==> src/rtl/lsu_dmem_pkg.sv <==
// Shared types and constants for the lsu_dmem load/store unit.
// Encodings: RV32I funct3 access codes, FSM states, byte-enable patterns.
package lsu_dmem_pkg;

  localparam logic [2:0] LSU_B  = 3'b000;
  localparam logic [2:0] LSU_H  = 3'b001;
  localparam logic [2:0] LSU_W  = 3'b010;
  localparam logic [2:0] LSU_BU = 3'b100;
  localparam logic [2:0] LSU_HU = 3'b101;

  typedef enum logic [1:0] {
    LSU_IDLE = 2'd0,
    LSU_REQ  = 2'd1,
    LSU_DONE = 2'd2
  } lsu_state_e;

  typedef enum logic [1:0] {
    SZ_B = 2'd0,
    SZ_H = 2'd1,
    SZ_W = 2'd2
  } lsu_size_e;

  localparam logic [3:0] BE_BYTE = 4'b0001;
  localparam logic [3:0] BE_HALF = 4'b0011;
  localparam logic [3:0] BE_WORD = 4'b1111;

  // Illegal funct3 codes (011, 110, 111) fall through to a word access.
  function automatic lsu_size_e lsu_size(input logic [2:0] f3);
    case (f3)
      LSU_B, LSU_BU: return SZ_B;
      LSU_H, LSU_HU: return SZ_H;
      LSU_W:         return SZ_W;
      default:       return SZ_W;
    endcase
  endfunction

  function automatic logic lsu_unsigned(input logic [2:0] f3);
    return (f3 == LSU_BU) || (f3 == LSU_HU);
  endfunction

  function automatic logic lsu_misaligned(input lsu_size_e sz, input logic [1:0] lane);
    case (sz)
      SZ_H:    return lane[0];
      SZ_W:    return lane != 2'b00;
      default: return 1'b0;
    endcase
  endfunction

  function automatic logic [1:0] lsu_force_align(input lsu_size_e sz, input logic [1:0] lane);
    case (sz)
      SZ_H:    return {lane[1], 1'b0};
      SZ_W:    return 2'b00;
      default: return lane;
    endcase
  endfunction

endpackage

==> src/rtl/lsu_align.sv <==
// Combinational lane logic for lsu_dmem: store replication and byte enables,
// load lane select with sign/zero extension.
module lsu_align
  import lsu_dmem_pkg::*;
(
  input  lsu_size_e   st_size,
  input  logic [1:0]  st_lane,
  input  logic [31:0] st_data,
  input  logic        st_we,
  output logic [3:0]  st_be,
  output logic [31:0] st_wdata,
  input  lsu_size_e   ld_size,
  input  logic        ld_unsigned,
  input  logic [1:0]  ld_lane,
  input  logic [31:0] ld_rdata,
  output logic [31:0] ld_data
);

  logic [7:0]  ld_byte;
  logic [15:0] ld_half;

  // Loads always request the full word; only stores narrow the enables.
  always_comb begin
    st_be    = BE_WORD;
    st_wdata = st_data;
    if (st_we) begin
      case (st_size)
        SZ_B: begin
          st_be    = BE_BYTE << st_lane;
          st_wdata = {4{st_data[7:0]}};
        end
        SZ_H: begin
          st_be    = BE_HALF << {st_lane[1], 1'b0};
          st_wdata = {2{st_data[15:0]}};
        end
        default: begin
          st_be    = BE_WORD;
          st_wdata = st_data;
        end
      endcase
    end
  end

  always_comb begin
    ld_byte = ld_rdata[7:0];
    case (ld_lane)
      2'd0:    ld_byte = ld_rdata[7:0];
      2'd1:    ld_byte = ld_rdata[15:8];
      2'd2:    ld_byte = ld_rdata[23:16];
      default: ld_byte = ld_rdata[31:24];
    endcase
    ld_half = ld_lane[1] ? ld_rdata[31:16] : ld_rdata[15:0];

    case (ld_size)
      SZ_B:    ld_data = {{24{~ld_unsigned & ld_byte[7]}}, ld_byte};
      SZ_H:    ld_data = {{16{~ld_unsigned & ld_half[15]}}, ld_half};
      default: ld_data = ld_rdata;
    endcase
  end

endmodule

==> src/rtl/lsu_dmem.sv <==
// Load/store unit: one req/ack data-memory transaction per load/store, stalling the core.
// Build option LSU_MISALIGN_TRAP_EN traps misaligned accesses instead of force-aligning them.
module lsu_dmem
  import lsu_dmem_pkg::*;
#(
  parameter int ADDR_W   = 32,
  parameter int MAX_WAIT = 255
) (
  input  logic              clk,
  input  logic              rst_n,
  input  logic              mem_read,
  input  logic              mem_write,
  input  logic [2:0]        funct3,
  input  logic [ADDR_W-1:0] addr,
  input  logic [31:0]       store_data,
  output logic              stall,
  output logic [31:0]       load_data,
  output logic              misaligned,
  output logic              bus_err,
  output logic              dmem_req,
  output logic              dmem_we,
  output logic [ADDR_W-1:0] dmem_addr,
  output logic [31:0]       dmem_wdata,
  output logic [3:0]        dmem_be,
  input  logic              dmem_ack,
  input  logic [31:0]       dmem_rdata
);

  localparam int CNT_W = $clog2(MAX_WAIT + 1);

  lsu_state_e        state_q, state_d;
  logic [CNT_W-1:0]  wait_cnt_q, wait_cnt_d;
  logic              dmem_req_q, dmem_req_d;
  logic              dmem_we_q, dmem_we_d;
  logic [ADDR_W-1:0] dmem_addr_q, dmem_addr_d;
  logic [31:0]       dmem_wdata_q, dmem_wdata_d;
  logic [3:0]        dmem_be_q, dmem_be_d;
  logic [31:0]       load_data_q, load_data_d;
  logic              bus_err_q, bus_err_d;
  lsu_size_e         ld_size_q, ld_size_d;
  logic              ld_unsigned_q, ld_unsigned_d;
  logic [1:0]        lane_q, lane_d;

  logic              start;
  lsu_size_e         req_size;
  logic [1:0]        req_lane;
  logic [3:0]        al_be;
  logic [31:0]       al_wdata;
  logic [31:0]       al_ld_data;

  assign start    = mem_read | mem_write;
  assign req_size = lsu_size(funct3);

`ifdef LSU_MISALIGN_TRAP_EN
  logic misaligned_q, misaligned_d;
  logic req_misaligned;
  assign req_misaligned = lsu_misaligned(req_size, addr[1:0]);
  assign req_lane       = addr[1:0];
  assign misaligned     = misaligned_q;
`else
  assign req_lane   = lsu_force_align(req_size, addr[1:0]);
  assign misaligned = 1'b0;
`endif

  // Store lanes come straight from the inputs at latch time; load lanes from the latched request.
  lsu_align u_align (
    .st_size     (req_size),
    .st_lane     (req_lane),
    .st_data     (store_data),
    .st_we       (mem_write),
    .st_be       (al_be),
    .st_wdata    (al_wdata),
    .ld_size     (ld_size_q),
    .ld_unsigned (ld_unsigned_q),
    .ld_lane     (lane_q),
    .ld_rdata    (dmem_rdata),
    .ld_data     (al_ld_data)
  );

  always_comb begin
    state_d       = state_q;
    wait_cnt_d    = wait_cnt_q;
    dmem_req_d    = dmem_req_q;
    dmem_we_d     = dmem_we_q;
    dmem_addr_d   = dmem_addr_q;
    dmem_wdata_d  = dmem_wdata_q;
    dmem_be_d     = dmem_be_q;
    load_data_d   = load_data_q;
    bus_err_d     = bus_err_q;
    ld_size_d     = ld_size_q;
    ld_unsigned_d = ld_unsigned_q;
    lane_d        = lane_q;
`ifdef LSU_MISALIGN_TRAP_EN
    misaligned_d  = misaligned_q;
`endif

    case (state_q)
      LSU_IDLE: begin
        if (start) begin
          state_d       = LSU_REQ;
          wait_cnt_d    = '0;
          dmem_req_d    = 1'b1;
          dmem_we_d     = mem_write;
          dmem_addr_d   = {addr[ADDR_W-1:2], 2'b00};
          dmem_wdata_d  = al_wdata;
          dmem_be_d     = al_be;
          load_data_d   = '0;
          ld_size_d     = req_size;
          ld_unsigned_d = lsu_unsigned(funct3);
          lane_d        = req_lane;
`ifdef LSU_MISALIGN_TRAP_EN
          if (req_misaligned) begin
            state_d      = LSU_DONE;
            dmem_req_d   = 1'b0;
            dmem_we_d    = 1'b0;
            misaligned_d = 1'b1;
          end
`endif
        end
      end
      LSU_REQ: begin
        // An ack in the final watchdog cycle still completes the access normally.
        if (dmem_ack) begin
          state_d    = LSU_DONE;
          dmem_req_d = 1'b0;
          dmem_we_d  = 1'b0;
          if (!dmem_we_q) load_data_d = al_ld_data;
        end else if (wait_cnt_q == CNT_W'(MAX_WAIT - 1)) begin
          state_d     = LSU_DONE;
          dmem_req_d  = 1'b0;
          dmem_we_d   = 1'b0;
          bus_err_d   = 1'b1;
          load_data_d = '0;
        end else begin
          wait_cnt_d = wait_cnt_q + CNT_W'(1);
        end
      end
      LSU_DONE: begin
        state_d    = LSU_IDLE;
        wait_cnt_d = '0;
        bus_err_d  = 1'b0;
`ifdef LSU_MISALIGN_TRAP_EN
        misaligned_d = 1'b0;
`endif
      end
      default: state_d = LSU_IDLE;
    endcase
  end

  always_ff @(posedge clk) begin
    if (!rst_n) begin
      state_q       <= LSU_IDLE;
      wait_cnt_q    <= '0;
      dmem_req_q    <= 1'b0;
      dmem_we_q     <= 1'b0;
      dmem_addr_q   <= '0;
      dmem_wdata_q  <= '0;
      dmem_be_q     <= '0;
      load_data_q   <= '0;
      bus_err_q     <= 1'b0;
      ld_size_q     <= SZ_B;
      ld_unsigned_q <= 1'b0;
      lane_q        <= 2'b00;
`ifdef LSU_MISALIGN_TRAP_EN
      misaligned_q  <= 1'b0;
`endif
    end else begin
      state_q       <= state_d;
      wait_cnt_q    <= wait_cnt_d;
      dmem_req_q    <= dmem_req_d;
      dmem_we_q     <= dmem_we_d;
      dmem_addr_q   <= dmem_addr_d;
      dmem_wdata_q  <= dmem_wdata_d;
      dmem_be_q     <= dmem_be_d;
      load_data_q   <= load_data_d;
      bus_err_q     <= bus_err_d;
      ld_size_q     <= ld_size_d;
      ld_unsigned_q <= ld_unsigned_d;
      lane_q        <= lane_d;
`ifdef LSU_MISALIGN_TRAP_EN
      misaligned_q  <= misaligned_d;
`endif
    end
  end

  assign stall      = rst_n & (((state_q == LSU_IDLE) & start) | (state_q == LSU_REQ));
  assign load_data  = load_data_q;
  assign bus_err    = bus_err_q;
  assign dmem_req   = dmem_req_q;
  assign dmem_we    = dmem_we_q;
  assign dmem_addr  = dmem_addr_q;
  assign dmem_wdata = dmem_wdata_q;
  assign dmem_be    = dmem_be_q;

endmodule
==> config.mk <==
export PLATFORM = sky130hd
export DESIGN_NAME = lsu_dmem
export DESIGN_NICKNAME = d
export VERILOG_FILES = /design/src/rtl/lsu_dmem_pkg.sv /design/src/rtl/lsu_align.sv /design/src/rtl/lsu_dmem.sv
export SDC_FILE = /design/constraint.sdc
export NUM_CORES = 1
export LEC_CHECK = 0
export ABC_CLOCK_PERIOD_IN_PS = 2050
export CAP_MARGIN = 20
export CORE_UTILIZATION = 43
export DETAILED_ROUTE_END_ITERATION = 6
export PLACE_DENSITY = 0.8
export SLEW_MARGIN = 0
export SYNTH_ARGS = -nofsm -noshare
export SYNTH_HDL_FRONTEND = slang
export SYNTH_SLANG_ARGS = --single-unit
==> constraint.sdc <==
create_clock -name clk -period 2.05 [get_ports clk]
set_clock_uncertainty 0.1 [all_clocks]
set_input_delay 0.205 -clock clk [delete_from_list [all_inputs] [get_ports clk]]
set_output_delay 0.205 -clock clk [all_outputs]
set_load 0.01 [all_outputs]
== After elaboration in Yosys (flattened, before gate mapping) ==
Cells that the tools add are included.

* Memories kept: 0
* Output and inout bits: 105
* Word-level logic and storage cells: 87
* Input bits: 104
* Register bits: 116
* Memory bits (read-only): 0
* Bits in writable memories: 0
* Bits in latches: 0

* Multiplexer cells: 31
* Equality and inequality tests: 17
* Divide/modulo/power cells: 0
* $lt $le $gt $ge: 0
* Add/subtract/negate cells: 1
* Shift-type cells: 2
* Multiply operators: 0
* Bitwise operators: 7
* Reductions and logical operators: 17

{| class="wikitable"
|+ Operators with widths
! kind !! number
|-
| 32-bit one-hot mux with 2 select lines || 3
|-
| 32-bit 2-to-1 mux || 5
|-
| 8-bit one-hot mux with 3 select lines || 2
|-
| 8-bit 2-to-1 mux || 3
|-
| 16-bit 2-to-1 mux || 1
|-
| 2-bit one-hot mux with 2 select lines || 3
|-
| 8-bit by 1-bit adder with 8-bit output, second input constant || 1
|-
| 2-bit by 1-bit equality test with 1-bit output, second input constant || 4
|-
| 8-bit equality test, second input constant || 1
|-
| 2-bit logical NOT || 4
|-
| 2-bit inequality test, second input constant || 4
|-
| 4-bit one-hot mux with 2 select lines || 1
|-
| 4-bit AND reduction || 2
|-
| 2-bit equality test, second input constant || 3
|-
| 3-bit equality test, second input constant || 2
|-
| 1-bit 2-to-1 mux || 6
|-
| 2-bit 2-to-1 mux || 3
|-
| 3-bit inequality test, second input constant || 2
|-
| 1-bit one-hot mux with 2 select lines || 3
|-
| 3-bit AND reduction || 2
|-
| 1-bit AND || 4
|-
| 4-bit 2-to-1 mux || 1
|-
| 2-bit AND reduction || 2
|-
| 2-bit nonzero test || 2
|-
| other kinds (9) || 11
|}

== Depth between registers and ports, before layout ==
* Depth after elaboration: 8
* Gate-level depth with buffers: 9
* Gate-level depth less buffers: 7

== Hierarchy ==
Synthesis repeated with hierarchy kept, for this count alone.

* Cell total of the unflattened synthesis: 766
* Area, all modules: 6334.8 um^2

{| class="wikitable"
|+ Modules (own cells, without submodules)
! module !! seq. area each (um^2) !! instances !! area each (um^2) !! cells each
|-
| lsu_dmem || 2322.2 || 1 || 4894.7 || 553
|-
| lsu_align || 0.0 || 1 || 1440.1 || 213
|}

== Worst setup path after synthesis ==
No wires, ideal clock.

* Path type: register to register
* Start: register wait_cnt_q[0]
* End: register load_data_q[6], in the netlist load_data[6]
* Data required time: 1880 ps
* Arrival time: 1565 ps
* Stages on the path, launching flop included: 9
* Period minus slack after synthesis: 1735 ps
* Library setup time: 70 ps
* Buffers on the path: 1
* Path slack: 315 ps
* Cells stage by stage: dfxtp_1 > inv_1 > ha_1 > nand3_1 > o21ai_4 > nand3_4 > buf_6 > or3b_1 > a21oi_1

* Longest elaborated chain between the ends: 3

{| class="wikitable"
|+ RTL lines
! item !! line !! RTL
|-
| start: declaration || lsu_dmem.sv:32 || <nowiki>logic [CNT_W-1:0] wait_cnt_q, wait_cnt_d;</nowiki>
|-
| start signal: assignment || lsu_dmem.sv:169 || <nowiki>wait_cnt_q <= wait_cnt_d;</nowiki>
|-
| 8-bit equality test || lsu_dmem.sv:128 || <nowiki>end else if (wait_cnt_q == CNT_W'(MAX_WAIT - 1)) begin</nowiki>
|-
| 3-bit inequality test (no source line) || n/a ||
|-
| 4-bit AND reduction (no source line) || n/a ||
|-
| end signal: assignment || lsu_dmem.sv:175 || <nowiki>load_data_q <= load_data_d;</nowiki>
|-
| end: declaration || lsu_dmem.sv:38 || <nowiki>logic [31:0] load_data_q, load_data_d;</nowiki>
|}

No other way between the ends.
A chain may end at the register's enable or synchronous reset.

== Final worst setup path ==
* Start: register wait_cnt_q[0]
* End: register load_data_q[7], in the netlist load_data[7]

Same word-level chain as after synthesis.

==> flow_summary.yaml <==
finish:
  drive_gt1_share_pct: 9.24
  final_common_cell: "clkdlybuf4s50_1"
  fin_nets: 959
  area_growth_pct: 56.3
  finish.utilization_pct: 69.8
  multi_input_area_um2: 2570
  diodes: 0
  fin_area_um2: 8040
  final_cell_mix: "clkdlybuf4s50_1, nand2_1, dfxtp_1"
  ff_latch_area_um2: 2320
  fill_cells: 881
die:
  fp-row-count: 39
  die_w_um: 111
  die_height_um: 111
  core_area_um2: 11500
  io_pins: 209
  die_area_um2: 12400
  start_util_pct: 44.7
cts:
  cts_inserted_buffers: 17
  clock_latency_ps: 410
  cts.sinks: 116
  ctsHtreeMaxLevel: 4
  cts.clk_slew.worst_paths_ps: 50
  cts_hold_buf: 0
  cts_buffer_depth: 2
  cts_root_buffer: "clkbuf_16"
  cts_tree: "done"
synthesis:
  synth_largest_area_cell: "dfxtp_1"
  synth_edf_count: 0
  synth_compound_gate_area_share_pct: 18.8
  avgSynthCellArea_um2: 7.85
  synth_top_family_by_area: "simple AND/OR/NAND/NOR gates"
  synth_xor_area_share_pct: 0.851
  yosysTopAreaCellShare_pct: 45.1
  synth_seq_cells: 116
  async_reset_ff_share_pct: 0
  synth.cell_area_um2: 5140
  ys_types: 51
  synth_simple_gate_area_share_pct: 27.2
  synthCells: 655
  synth_fa_ha_area_share_pct: 0.486
  synth.area.top_cells: "dfxtp_1, nand2_1, a21oi_1, nor2_1, clkbuf_1"
  ys.flop_type: "dfxtp_1"
  yosys_warnings: 0
  yosysSeqAreaShare_pct: 45.1
  synthMuxAreaShare_pct: 2.12
sta:
  worst_pin_slew_ps: 565
  maxSlewHeadroom_pct: 62.1
  fin_tns_setup_ps: 0
  setup_viol: 0
  clock.fmax_mhz: 526
  slew_viol_final: 0
  final.min_clock_period_ps: 1900
  hold_violations: 0
  period_share_pct: 92.7
  rsz0062_at_grt: "false"
routing:
  dr.pass1.iters: 7
  num_vias: 5454
  wl_per_cell_um: 16.3
  wl_mm: 16.5
  vias_per_cell: 5.41
  drc: 20
  drt_iter0_markers: 327
  final_antenna_net_count: 0
global_routing:
  grtUsageTotal_pct: 26.9
  grt.busiest_layer: "met2"
  grt_overflow_total: 0
  grt_start_max_net_pins: 76
  use_met2_pct: 46.0
  grt_pass1_vias: 5332
  grt_use_met1_pct: 28.8
  use_met3_pct: 11.1
  grt_pass1_wl_mm: 26.3
  antenna_found_initial: 0
pwr:
  total_power_mw: 7.05
  leakage_nw: 2.98
  cellPowerDensity_nw_per_um2: 876
  ir_drop_uv: 706
place:
  io_buffers: 205
  globalplace.congestion: 0.860
  placed_area_um2: 7400
  dp_hpwl_mm: 11.6
outcome:
  status: "complete, but fails checks"
  violations: "design-rule violations"
critical_path:
  cp.arrival_ps: 2100
  crit_fanout: 9
  startpoint_type: "flip-flop"
  endpoint_kind: "flip-flop"
  crit_required_ps: 2250
  worstSetupPathType: "flip-flop to flip-flop"
min_path:
  hold_path.class: "input port to flip-flop"
flow_run:
  max_cap_violations: 0
## registers in the layout, summed over array words and instances, names as in the netlist
signal,cells
lane_q,2
dmem_req,1
bus_err,1
load_data,32
wait_cnt_q,8
dmem_addr,30
ld_size_q,2
ld_unsigned_q,1
dmem_we,1
dmem_be,4
state_q,2
dmem_wdata,32
## cell usage after synthesis, types with 2 or more instances
master and number:
a211oi_1 8, a21oi_1 77, a221o_1 2, a22o_1 2
a311oi_1 8, a31oi_1 16, a32o_1 7, buf_2 13
buf_4 7, clkbuf_1 32, dfxtp_1 116, ha_1 2
inv_1 6, mux2_2 7, mux2i_1 3, nand2_1 154
nand2b_1 16, nand3_1 4, nand3b_1 2, nor2_1 67
nor2b_1 11, nor3_1 20, nor3b_1 9, nor3b_2 2
o21a_1 2, o21ai_0 17, o21ai_1 3, o22ai_1 2
o311ai_0 6, or3_1 8, or3b_1 2, xor2_1 5
## layout make-up
cell class,count,share of cell area (%)
inverters,6,0.296
flip-flops and latches,116,28.9
repair buffers,230,28.8
clock buffers,23,6.32
multi-input cells,482,32.0
well taps,143,2.22
clock inverters,9,1.52
## through the flow
step | instances | setup slack (ps) | hold WS, ps
finish | 1009 | 150 | 235
global route | 1009 | 7.37 | 247
CTS | 1008 | 53.1 | 222
detailed placement | 976 | 59.3 | 348
global placement | 976 | 62.9 | 342
floorplan | 657 | 315 | 241
## worst max-delay path, cell delays in order (launching register included)
cell	delay (ps)
dfxtp_1	340
inv_1	80
ha_1	160
nand3_1	190
o21ai_4	270
buf_4	180
a31oi_2	80
buf_4	180
a22o_1	220
## layer usage
| metal | vias to the layer above | share of wire (%) | routed length (µm) |
|---|---|---|---|
| met3 | 44 | 10 | 1670 |
| met2 | 255 | 49 | 8020 |
| met5 | - | 0 | 0 |
| met1 | 2509 | 38 | 6260 |
| li1 | 2646 | - | - |
| met4 | 0 | 3.1 | 517 |
## repair_timing
item | in CTS | in global routing
resized for setup | 2 | 1
endpoints found under the setup margin | 1 | 15
hold endpoints to repair | 0 | 0
pin swaps | 0 | 1
buffers inserted | 0 | 1
## path summary, 6_finish.rpt
| check | from | end | slack (ps) | cells after the start |
|---|---|---|---|---|
| worst max-delay path | wait_cnt_q[0] | load_data[7] | 150 | 8 |
| worst min register to register | dmem_wdata[3] | dmem_wdata[3] | 350 | 2 |
| worst min-delay path | addr[14] | dmem_addr[14] | 240 | 3 |
| worst max register to register | wait_cnt_q[0] | load_data[7] | 150 | 8 |
## logic make-up after synthesis
| kind of cell | after synthesis |
|---|---|
| other | 1 |
| buffers and inverters | 59 |
| flip-flops | 116 |
| AO/OA/AOI/OAI | 156 |
| XOR/XNOR | 5 |
| multiplexers | 10 |
| adder cells (fa/ha/maj) | 2 |
| AND/OR/NAND/NOR | 306 |
## power by group
part / internal [mW] / switching [mW] / total, mW
sequential: 2.42 / 0.109 / 2.53
combinational: 0.719 / 0.681 / 1.40
clock: 2.09 / 1.02 / 3.11
total: 5.24 / 1.81 / 7.05
(Power assumes the default switching activity.)
